==> src/rtl/interrupt_controller_pkg.sv <==
// -----------------------------------------------------------------------------
// interrupt_controller_pkg
//   Values shared between the interrupt controller and the CPU top level:
//   controller state encodings and the default handler vector table layout.
//   The CPU top level builds its vector table from the same constants, so
//   change them here and nowhere else.
// -----------------------------------------------------------------------------
package interrupt_controller_pkg;

    // Controller state. SERVICE means a handler is running and further
    // interrupts are held off until CLRI retires it.
    typedef enum logic {
        IDLE    = 1'b0,
        SERVICE = 1'b1
    } irq_state_e;

    // Handler address for line 0, and log2 of the spacing between handlers.
    localparam logic [15:0] VECTOR_BASE_DEFAULT  = 16'h0100;
    localparam int          VECTOR_SHIFT_DEFAULT = 4;

endpackage : interrupt_controller_pkg

==> src/rtl/irq_sync_edge.sv <==
// -----------------------------------------------------------------------------
// irq_sync_edge
//   One interrupt line: 2-FF synchroniser followed by a third flop used for
//   rising-edge detection. A level held high yields a single rise pulse.
//
//   Ports
//     clk     in   system clock
//     reset   in   synchronous, active-high reset
//     irq_in  in   asynchronous interrupt line
//     rise    out  one-cycle pulse on a synchronised rising edge
//
//   Timing: irq_in high before edge k sets s1 at k and s2 at k+1; rise is
//   then high for the cycle after k+1, so the consumer captures it at k+2.
// -----------------------------------------------------------------------------
module irq_sync_edge (
    input  logic clk,
    input  logic reset,
    input  logic irq_in,
    output logic rise
);

    logic s1_q, s1_d;
    logic s2_q, s2_d;
    logic s3_q, s3_d;

    always_comb begin
        s1_d = irq_in;
        s2_d = s1_q;
        s3_d = s2_q;
        rise = s2_q & ~s3_q;
    end

    always_ff @(posedge clk) begin
        if (reset) begin
            s1_q <= 1'b0;
            s2_q <= 1'b0;
            s3_q <= 1'b0;
        end else begin
            s1_q <= s1_d;
            s2_q <= s2_d;
            s3_q <= s3_d;
        end
    end

endmodule : irq_sync_edge

==> src/rtl/interrupt_controller.sv <==
// -----------------------------------------------------------------------------
// interrupt_controller
//   Arbitrates NUM_IRQ rising-edge interrupt lines for the CPU control FSM.
//   Offers an interrupt while idle, latches the winning line and its handler
//   vector when the FSM takes it in FETCH, and blocks further interrupts
//   until the FSM executes CLRI. No nesting.
//
//   Ports
//     clk                in   system clock
//     reset              in   synchronous, active-high reset
//     en                 in   CPU step enable (same as the FSM's en)
//     irq_in             in   [NUM_IRQ]   asynchronous interrupt lines
//     request_interrupt  in   FSM in FETCH, will take an offered interrupt
//     clear_interrupt    in   FSM executing CLRI
//     cfg_wr_en          in   write mask / global enable
//     cfg_wr_data        in   [NUM_IRQ+1] bit NUM_IRQ = global enable,
//                                         low bits = per-line mask (1 = on)
//     interrupt          out  interrupt offered to the FSM
//     vector             out  [16]        handler address of in-service line
//     in_service         out  a handler is running
//     active_id          out  [4]         index of the in-service line
//     pending            out  [NUM_IRQ]   pending bits, status readback
// -----------------------------------------------------------------------------
module interrupt_controller
    import interrupt_controller_pkg::*;
#(
    parameter int          NUM_IRQ      = 8,
    parameter logic [15:0] VECTOR_BASE  = VECTOR_BASE_DEFAULT,
    parameter int          VECTOR_SHIFT = VECTOR_SHIFT_DEFAULT
) (
    input  logic               clk,
    input  logic               reset,
    input  logic               en,
    input  logic [NUM_IRQ-1:0] irq_in,
    input  logic               request_interrupt,
    input  logic               clear_interrupt,
    input  logic               cfg_wr_en,
    input  logic [NUM_IRQ:0]   cfg_wr_data,
    output logic               interrupt,
    output logic [15:0]        vector,
    output logic               in_service,
    output logic [3:0]         active_id,
    output logic [NUM_IRQ-1:0] pending
);

    irq_state_e         state_q, state_d;
    logic [NUM_IRQ-1:0] pending_q, pending_d;
    logic [NUM_IRQ-1:0] mask_q, mask_d;
    logic               global_en_q, global_en_d;
    logic [3:0]         active_id_q, active_id_d;
    logic [15:0]        vector_q, vector_d;

    logic [NUM_IRQ-1:0] rise;
    logic [NUM_IRQ-1:0] elig;
    logic [NUM_IRQ-1:0] clr_vec;
    logic [3:0]         win_id;
    logic [15:0]        win_vector;
    logic               accept;
    logic               retire;

    // Input path: one synchroniser/edge detector per line, free-running
    // regardless of en.
    for (genvar g = 0; g < NUM_IRQ; g++) begin : g_line
        irq_sync_edge u_sync (
            .clk    (clk),
            .reset  (reset),
            .irq_in (irq_in[g]),
            .rise   (rise[g])
        );
    end

    // Eligibility, offer and lowest-index-wins priority encoder. The offer
    // depends on registers only, so there is no combinational path back from
    // request_interrupt and no loop with the FSM.
    always_comb begin
        // NOTE: every signal written here is assigned a default first, so no
        // path through the block can leave one unassigned and infer a latch.
        elig      = global_en_q ? (pending_q & mask_q) : '0;
        interrupt = (state_q == IDLE) && (|elig);
        win_id    = 4'd0;
        for (int i = NUM_IRQ - 1; i >= 0; i--) begin
            if (elig[i]) begin
                win_id = 4'(i);
            end
        end
        win_vector = VECTOR_BASE + (16'(win_id) << VECTOR_SHIFT);
        accept     = en & request_interrupt & interrupt;
        retire     = en & clear_interrupt & (state_q == SERVICE);
    end

    // Next-state logic.
    always_comb begin
        state_d     = state_q;
        active_id_d = active_id_q;
        vector_d    = vector_q;
        mask_d      = mask_q;
        global_en_d = global_en_q;
        clr_vec     = '0;

        case (state_q)
            IDLE: begin
                if (accept) begin
                    state_d     = SERVICE;
                    active_id_d = win_id;
                    vector_d    = win_vector;
                    for (int i = 0; i < NUM_IRQ; i++) begin
                        clr_vec[i] = (win_id == 4'(i));
                    end
                end
            end
            SERVICE: begin
                // vector and active_id hold their values back into IDLE.
                if (retire) begin
                    state_d = IDLE;
                end
            end
            default: state_d = IDLE;
        endcase

        // A rise landing in the accept cycle re-arms the line: set beats clear.
        pending_d = (pending_q & ~clr_vec) | rise;

        // The offer/accept above uses the current mask; a write lands next cycle.
        if (cfg_wr_en) begin
            mask_d      = cfg_wr_data[NUM_IRQ-1:0];
            global_en_d = cfg_wr_data[NUM_IRQ];
        end
    end

    always_ff @(posedge clk) begin
        // NOTE: non-blocking assignments for all state so every flop samples
        // the pre-edge values, independent of statement order.
        if (reset) begin
            state_q     <= IDLE;
            pending_q   <= '0;
            mask_q      <= '0;
            global_en_q <= 1'b0;
            active_id_q <= 4'd0;
            vector_q    <= 16'd0;
        end else begin
            state_q     <= state_d;
            pending_q   <= pending_d;
            mask_q      <= mask_d;
            global_en_q <= global_en_d;
            active_id_q <= active_id_d;
            vector_q    <= vector_d;
        end
    end

    assign in_service = (state_q == SERVICE);
    assign active_id  = active_id_q;
    assign vector     = vector_q;
    assign pending    = pending_q;

endmodule : interrupt_controller

==> config.mk <==
export PLATFORM = sky130hd
export DESIGN_NAME = interrupt_controller
export DESIGN_NICKNAME = d
export VERILOG_FILES = /design/src/rtl/interrupt_controller_pkg.sv /design/src/rtl/irq_sync_edge.sv /design/src/rtl/interrupt_controller.sv
export SDC_FILE = /design/constraint.sdc
export NUM_CORES = 1
export LEC_CHECK = 0
export CAP_MARGIN = 20
export CORE_UTILIZATION = 50
export DETAILED_ROUTE_END_ITERATION = 12
export HOLD_SLACK_MARGIN = 0.03
export MAX_ROUTING_LAYER = met4
export PLACE_DENSITY = 0.9
export SYNTH_ARGS = -nofsm -noshare
export SYNTH_HDL_FRONTEND = slang
export SYNTH_HIERARCHICAL = 1
export SYNTH_SLANG_ARGS = --single-unit
==> constraint.sdc <==
create_clock -name clk -period 3.3 [get_ports clk]
set_clock_uncertainty 0.1 [all_clocks]
set_input_delay 0.495 -clock clk [delete_from_list [all_inputs] [get_ports clk]]
set_output_delay 0.495 -clock clk [all_outputs]
set_load 0.01 [all_outputs]
==> results of run 1 <==
## layout by cell type, fill, tap and decap left out, types with 2 or more instances in the layout
cell type	netlist	layout
clkdlybuf4s50_1	0	39
a22oi_2	2	2
nor3_1	2	2
mux2i_1	9	9
clkinvlp_4	0	2
buf_4	16	2
dfxtp_1	46	46
nand4_1	3	3
nor4b_1	2	2
nor2_1	23	23
nor4_1	2	2
a211oi_1	8	8
nor2b_1	24	24
nor2b_2	8	8
nand2_1	7	7
clkbuf_4	0	5
a22oi_1	2	2
a22o_1	3	3
a21oi_1	3	3
conb_1	1	13
## cell families (layout without fill, tap and decap cells)
| group | Yosys count | count (layout) |
|---|---|---|
| DFF | 46 | 46 |
| and+or+nand+nor | 78 | 78 |
| other | 1 | 13 |
| AOI/OAI and AO/OA | 25 | 25 |
| buffers and inverters | 20 | 50 |
| muxes | 9 | 9 |
## synthesized netlist by cell type
library cell and instances:
a211o_1 1, a211oi_1 8, a21oi_1 3, a22o_1 3
a22oi_1 2, a22oi_2 2, a31o_1 1, a41oi_2 1
and4_1 1, and4b_1 1, buf_2 1, buf_4 16
clkbuf_1 2, conb_1 1, dfxtp_1 46, inv_1 1
mux2i_1 9, nand2_1 7, nand2_2 1, nand2b_1 1
nand3_1 1, nand4_1 3, nand4b_2 1, nor2_1 23
nor2b_1 24, nor2b_2 8, nor3_1 2, nor3b_1 1
nor4_1 2, nor4b_1 2, o2111a_2 1, o2111ai_1 1
o21ai_0 1, o41ai_1 1
## flip-flops by register name (all words and copies together) (netlist names)
| signal | count |
|---|---|
| g_line.u_sync/s2_q | 8 |
| vector | 2 |
| mask_q | 8 |
| global_en_q | 1 |
| pending | 8 |
| g_line.u_sync/s1_q | 8 |
| g_line.u_sync/s3_q | 8 |
| in_service | 1 |
| active_id | 2 |
## metrics by stage
step	instances	hold WS (ns)	util, %
6_report	267	0.345	66.4
2_1_floorplan	191	0.314	-
5_1_grt	267	0.369	66.4
3_3_place_gp	259	0.318	64.0
3_5_place_dp	259	0.323	64.0
4_1_cts	267	0.355	66.4
## critical path, stage by stage (launching register included)
cell and delay, ns:
dfxtp_1 0.37, a22oi_2 0.37, nand2_1 0.18, nor3_1 0.30, nor3b_1 0.09, clkdlybuf4s50_1 0.49
## power breakdown
group          leakage, uW  switching (uW)  total, uW  internal (uW)
Sequential        0.000378            18.1        597            579
Combinational     0.000450            46.3        105           58.2
Clock            0.0000374             183        342            159
Total             0.000865             247       1040            796
## final timing paths
check / end / slack (ns) / from
max: interrupt / 0.55 / pending[0]
min: g_line[7].u_sync/s2_q / 0.35 / g_line[7].u_sync/s1_q
max reg2reg: vector[6] / 1.66 / global_en_q
min reg2reg: g_line[7].u_sync/s2_q / 0.35 / g_line[7].u_sync/s1_q
## metal layers
layer	track usage, %	up-vias
li1	-	673
met1	23.5	629
met2	31.2	49
met3	7.90	13
met4	9.30	0
met5	-	-
## area by class of cell
cell class	instances	area share [%]
tap	46	2.54
clock inverter	3	1.98
sequential	46	40.6
inverter	1	0.165
timing repair buffer	41	17.9
clock buffer	5	1.65
multi-input combinational	125	35.2
==> impl_metrics.yaml, run 1 <==
placement:
  dp_hpwl_mm: 2.50
  portBuffers: 39
  gp_congestion: 0.910
  dpl_cell_area_mm2: 0.00219
  place_ws_ns: 0.970
timing:
  maxSlewViolCount: 0
  grt_setup_unrepaired: "false"
  slew_headroom_pct: 64.1
  fin_ws_ns: 0.549
  fin_tns_setup_ns: 0
  hold_violations: 0
  min_period_ns: 2.75
  post-route-period-util_pct: 83.4
  fmax_ghz: 0.363
  worst_pin_slew_ns: 0.537
  setup_viol: 0
drt:
  antenna_left: 0
  via_per_inst: 5.11
  dr.pass1.iters: 4
  wl_met2_mm: 1.56
  top_layer: "met4"
  met3_length_um: 243
  wl_met1_mm: 1.54
  avgRoutedWirePerCell_um: 12.8
  drtIter0Drc: 36
  vias: 1364
  drc_errors: 0
  drt-total-wl_mm: 3.43
floorplan:
  dieWidth_um: 62.2
  die_y_um: 62.2
  dieArea_mm2: 0.00387
  start_util_pct: 53.0
  core-area_mm2: 0.00342
  row_count: 21
  ios: 53
finish:
  final_area_mm2: 0.00227
  n_antenna_cell: 0
  fill_cells: 285
  fin_nets: 243
  drive_above_1_share_pct: 10.9
  areaGrowthSynthToFinish_pct: 25.3
  regArea_um2: 921
  multi_input_area_um2: 800
global_route:
  grt_pass1_wl_mm: 5.96
  antenna_found_initial: 0
  grt_remaining_overflow: 0
  grt_pass1_vias: 1337
  gr-usage-all-layers_pct: 20.4
  grt_max_degree: 22
power_and_ir_drop:
  ir_worst_vdd_mv: 0.314
  p_total_uw: 1040
  leakage_uw: 0.000865
  power_density_mw_per_mm2: 460
cts:
  postCtsSetupRepairBufs: 0
  clock_sinks: 46
  clk_pin_slew_worst_paths_ns: 0.14
  cts_made_buffers: 5
  clockRootBuffer: "clkbuf_4"
  cts_tree: "built"
  ctsHoldBuffers: 0
  h-tree-depth: 2
  worstSkewPairLatency_ns: 0.37
  cts_max_path_buffers: 2
  cts_resized: 0
synth:
  ys_top_cells_by_area: "dfxtp_1, nor2b_1, buf_4"
  synth_mux_area_share_pct: 4.97
  synth-simple-area-share_pct: 24.9
  synth_top_area_share_pct: 50.8
  synth.distinct_cells: 34
  syn_area_mm2: 0.00181
  synth_xor_area_share_pct: 0
  syn_avg_cell_area_um2: 10.1
  yosys_warnings: 6
  synth-adder-area-share_pct: 0
  ys_ff_latch: 46
  synth_compound_area_share_pct: 11.6
  ys_seq_area_share_pct: 50.8
  synthCells: 179
  synth_top_family_by_area: "simple AND/OR/NAND/NOR gates"
  synth_top_cell_by_area: "dfxtp_1"
worst_setup_path:
  crit_fanout: 8
  ff2ff_path_depth: 4
  crit_type: "flip-flop to output port"
  worst_setup_path_end_kind: "output port"
  arrival_ns: 2.16
  cp.required_ns: 2.70
  start_kind: "flip-flop"
flow_run:
  max_cap_violations: 0
hold_path:
  min_path_cells: 1
  hold_class: "flip-flop to flip-flop"
run_status:
  status: "finished, final reports clean"
Note: power is estimated with default switching activity, not from simulation.
==> run 2: changes to the inputs <==
--- a/config.mk
+++ b/config.mk
@@ -6,11 +6,11 @@
 export NUM_CORES = 1
 export LEC_CHECK = 0
 export CAP_MARGIN = 20
-export CORE_UTILIZATION = 50
+export CORE_UTILIZATION = 46
 export DETAILED_ROUTE_END_ITERATION = 12
 export HOLD_SLACK_MARGIN = 0.03
 export MAX_ROUTING_LAYER = met4
-export PLACE_DENSITY = 0.9
+export PLACE_DENSITY = 0.84
 export SYNTH_ARGS = -nofsm -noshare
 export SYNTH_HDL_FRONTEND = slang
 export SYNTH_HIERARCHICAL = 1
==> constraint.sdc (replaced) <==
create_clock -name clk -period 2.6 [get_ports clk]
set_clock_uncertainty 0.1 [all_clocks]
set_input_delay 0.39 -clock clk [delete_from_list [all_inputs] [get_ports clk]]
set_output_delay 0.39 -clock clk [all_outputs]
set_load 0.01 [all_outputs]
==> run 2 against run 1 <==
Compared with the run above:
- die area grew 8.4%
- non-clock buffer count increased by 2
- combinational power increased by 28%
- register-to-register slack got worse by 0.67 ns
- count of clock-buffer cells in the layout increased by 2
==> impl_metrics.yaml, run 2 (same netlist as run 1, synthesis figures left out) <==
drt:
  avgRoutedWirePerCell_um: 12.3
  drt-total-wl_mm: 3.34
  antenna_left: 0
  vias: 1344
  via_per_inst: 4.96
  drtIter0Drc: 94
  drc_errors: 0
  dr.pass1.iters: 5
timing:
  min_period_ns: 2.50
  hold_violations: 0
  fmax_ghz: 0.400
  slew_headroom_pct: 64.2
  grt_setup_unrepaired: "false"
  fin_tns_setup_ns: 0
  maxSlewViolCount: 0
  setup_viol: 0
  post-route-period-util_pct: 96.1
  worst_pin_slew_ns: 0.536
hold_path:
  holdPathEnd: "g_line[4].u_sync/s2_q"
  min_path_cells: 1
  hold_class: "flip-flop to flip-flop"
  hp-start: "g_line[4].u_sync/s1_q"
floorplan:
  dieArea_mm2: 0.00419
  row_count: 22
  die_y_um: 64.8
  core-area_mm2: 0.00372
  ios: 53
  start_util_pct: 48.8
  dieWidth_um: 64.8
cts:
  ctsHoldBuffers: 0
  worstSkewPairLatency_ns: 0.30
  clockRootBuffer: "clkbuf_8"
  postCtsSetupRepairBufs: 0
  h-tree-depth: 2
  cts_made_buffers: 5
  clock_sinks: 46
  cts_max_path_buffers: 2
  cts_tree: "built"
  clk_pin_slew_worst_paths_ns: 0.08
  cts_resized: 0
finish:
  fin_nets: 245
  areaGrowthSynthToFinish_pct: 26.7
  n_antenna_cell: 0
  drive_above_1_share_pct: 11.2
  final_cell_mix: "dfxtp_1, clkdlybuf4s50_1, nor2b_1, nor2_1, conb_1"
  layout_commonest_cell: "dfxtp_1"
global_route:
  grt_max_degree: 17
  grt_pass1_wl_mm: 5.60
  gr-usage-all-layers_pct: 18.4
  antenna_found_initial: 0
  grt_remaining_overflow: 0
  grt_pass1_vias: 1256
worst_setup_path:
  worst_setup_path_end_kind: "output port"
  ff2ff_path_depth: 4
  rr_endpoint: "pending[2]"
  arrival_ns: 2.01
  r2r_setup_slack_ns: 0.99
  cp.required_ns: 2.11
  regToRegStartpoint: "pending[3]"
  crit_fanout: 7
  crit_type: "flip-flop to output port"
  start_kind: "flip-flop"
placement:
  dp_hpwl_mm: 2.50
  gp_congestion: 0.916
  portBuffers: 39
flow_run:
  max_cap_violations: 0
power_and_ir_drop:
  leakage_uw: 0.000885
  swShare_pct: 22.9
  p_switching_uw: 304
  power_density_mw_per_mm2: 579
  combPwrFrac_pct: 10.1
  p_total_uw: 1330
  internal_power_uw: 1020
  seqPwrFrac_pct: 57.0
  ir_worst_vdd_mv: 0.406
  clkPwrFrac_pct: 32.9
run_status:
  status: "finished, final reports clean"
## run 2: cell types whose count changed in the layout (fill, tap and decap cells not counted)
cell        previous run  this run
clkbuf_1               0         1
clkinvlp_4             2         0
clkbuf_8               0         6
clkinv_2               0         1
clkbuf_4               5         0
buf_4                  2         4
bufinv_16              1         0
## run 2: power groups by stage
stage	Combinational, uW	Clock, uW	Sequential (uW)
floorplan	78.2	0	771
global placement	132	0	773
detailed placement	134	0	774
CTS	135	450	758
global route	146	486	762
finish	134	437	758
## run 2: worst max-delay path, cell delays in order (launching register included)
cell,delay [ns]
dfxtp_1,0.34
a22oi_2,0.37
nand2_1,0.18
nor3_1,0.26
nor3b_1,0.08
clkdlybuf4s50_1,0.48
## run 2: how the worst max path moves through the flow
stage	startpoint	endpoint	slack [ns]
2_1_floorplan	pending[0]	interrupt	0.94
3_3_place_gp	pending[3]	interrupt	0.46
3_5_place_dp	pending[3]	interrupt	0.41
4_1_cts	pending[3]	interrupt	0.08
5_1_grt	mask_q[3]	interrupt	0.007
6_report	mask_q[3]	interrupt	0.10
## run 2: metrics by stage
step	setup slack [ns]	hold WS, ns	utilization, %	std cells	instance area [um2]
6_report	0.102	0.341	61.8	271	2300
5_1_grt	0.00699	0.363	61.8	271	2300
4_1_cts	0.0806	0.344	61.8	271	2300
3_5_place_dp	0.414	0.325	59.3	263	2200
3_3_place_gp	0.465	0.317	59.3	263	2200
2_1_floorplan	0.944	0.314	-	191	1860
## run 2: routing by layer
metal | global-route usage (%) | part of all wire, % | up-vias | routed length [um]
met5 | - | 0 | - | 0
met4 | 6.67 | 1.3 | 0 | 45
met3 | 6.51 | 8.2 | 5 | 275
met2 | 29.2 | 46 | 58 | 1550
met1 | 21.4 | 44 | 607 | 1470
li1 | - | - | 674 | -
## run 2: area by class of cell
cell class | count | area (um2)
flip-flops and latches | 46 | 921
repair buffers | 43 | 420
well taps | 48 | 60.1
fillers | 329 | 1420
clock buffers | 7 | 86.3
multi-input cells | 125 | 800
clock inverters | 1 | 5.00
inverters | 1 | 3.75
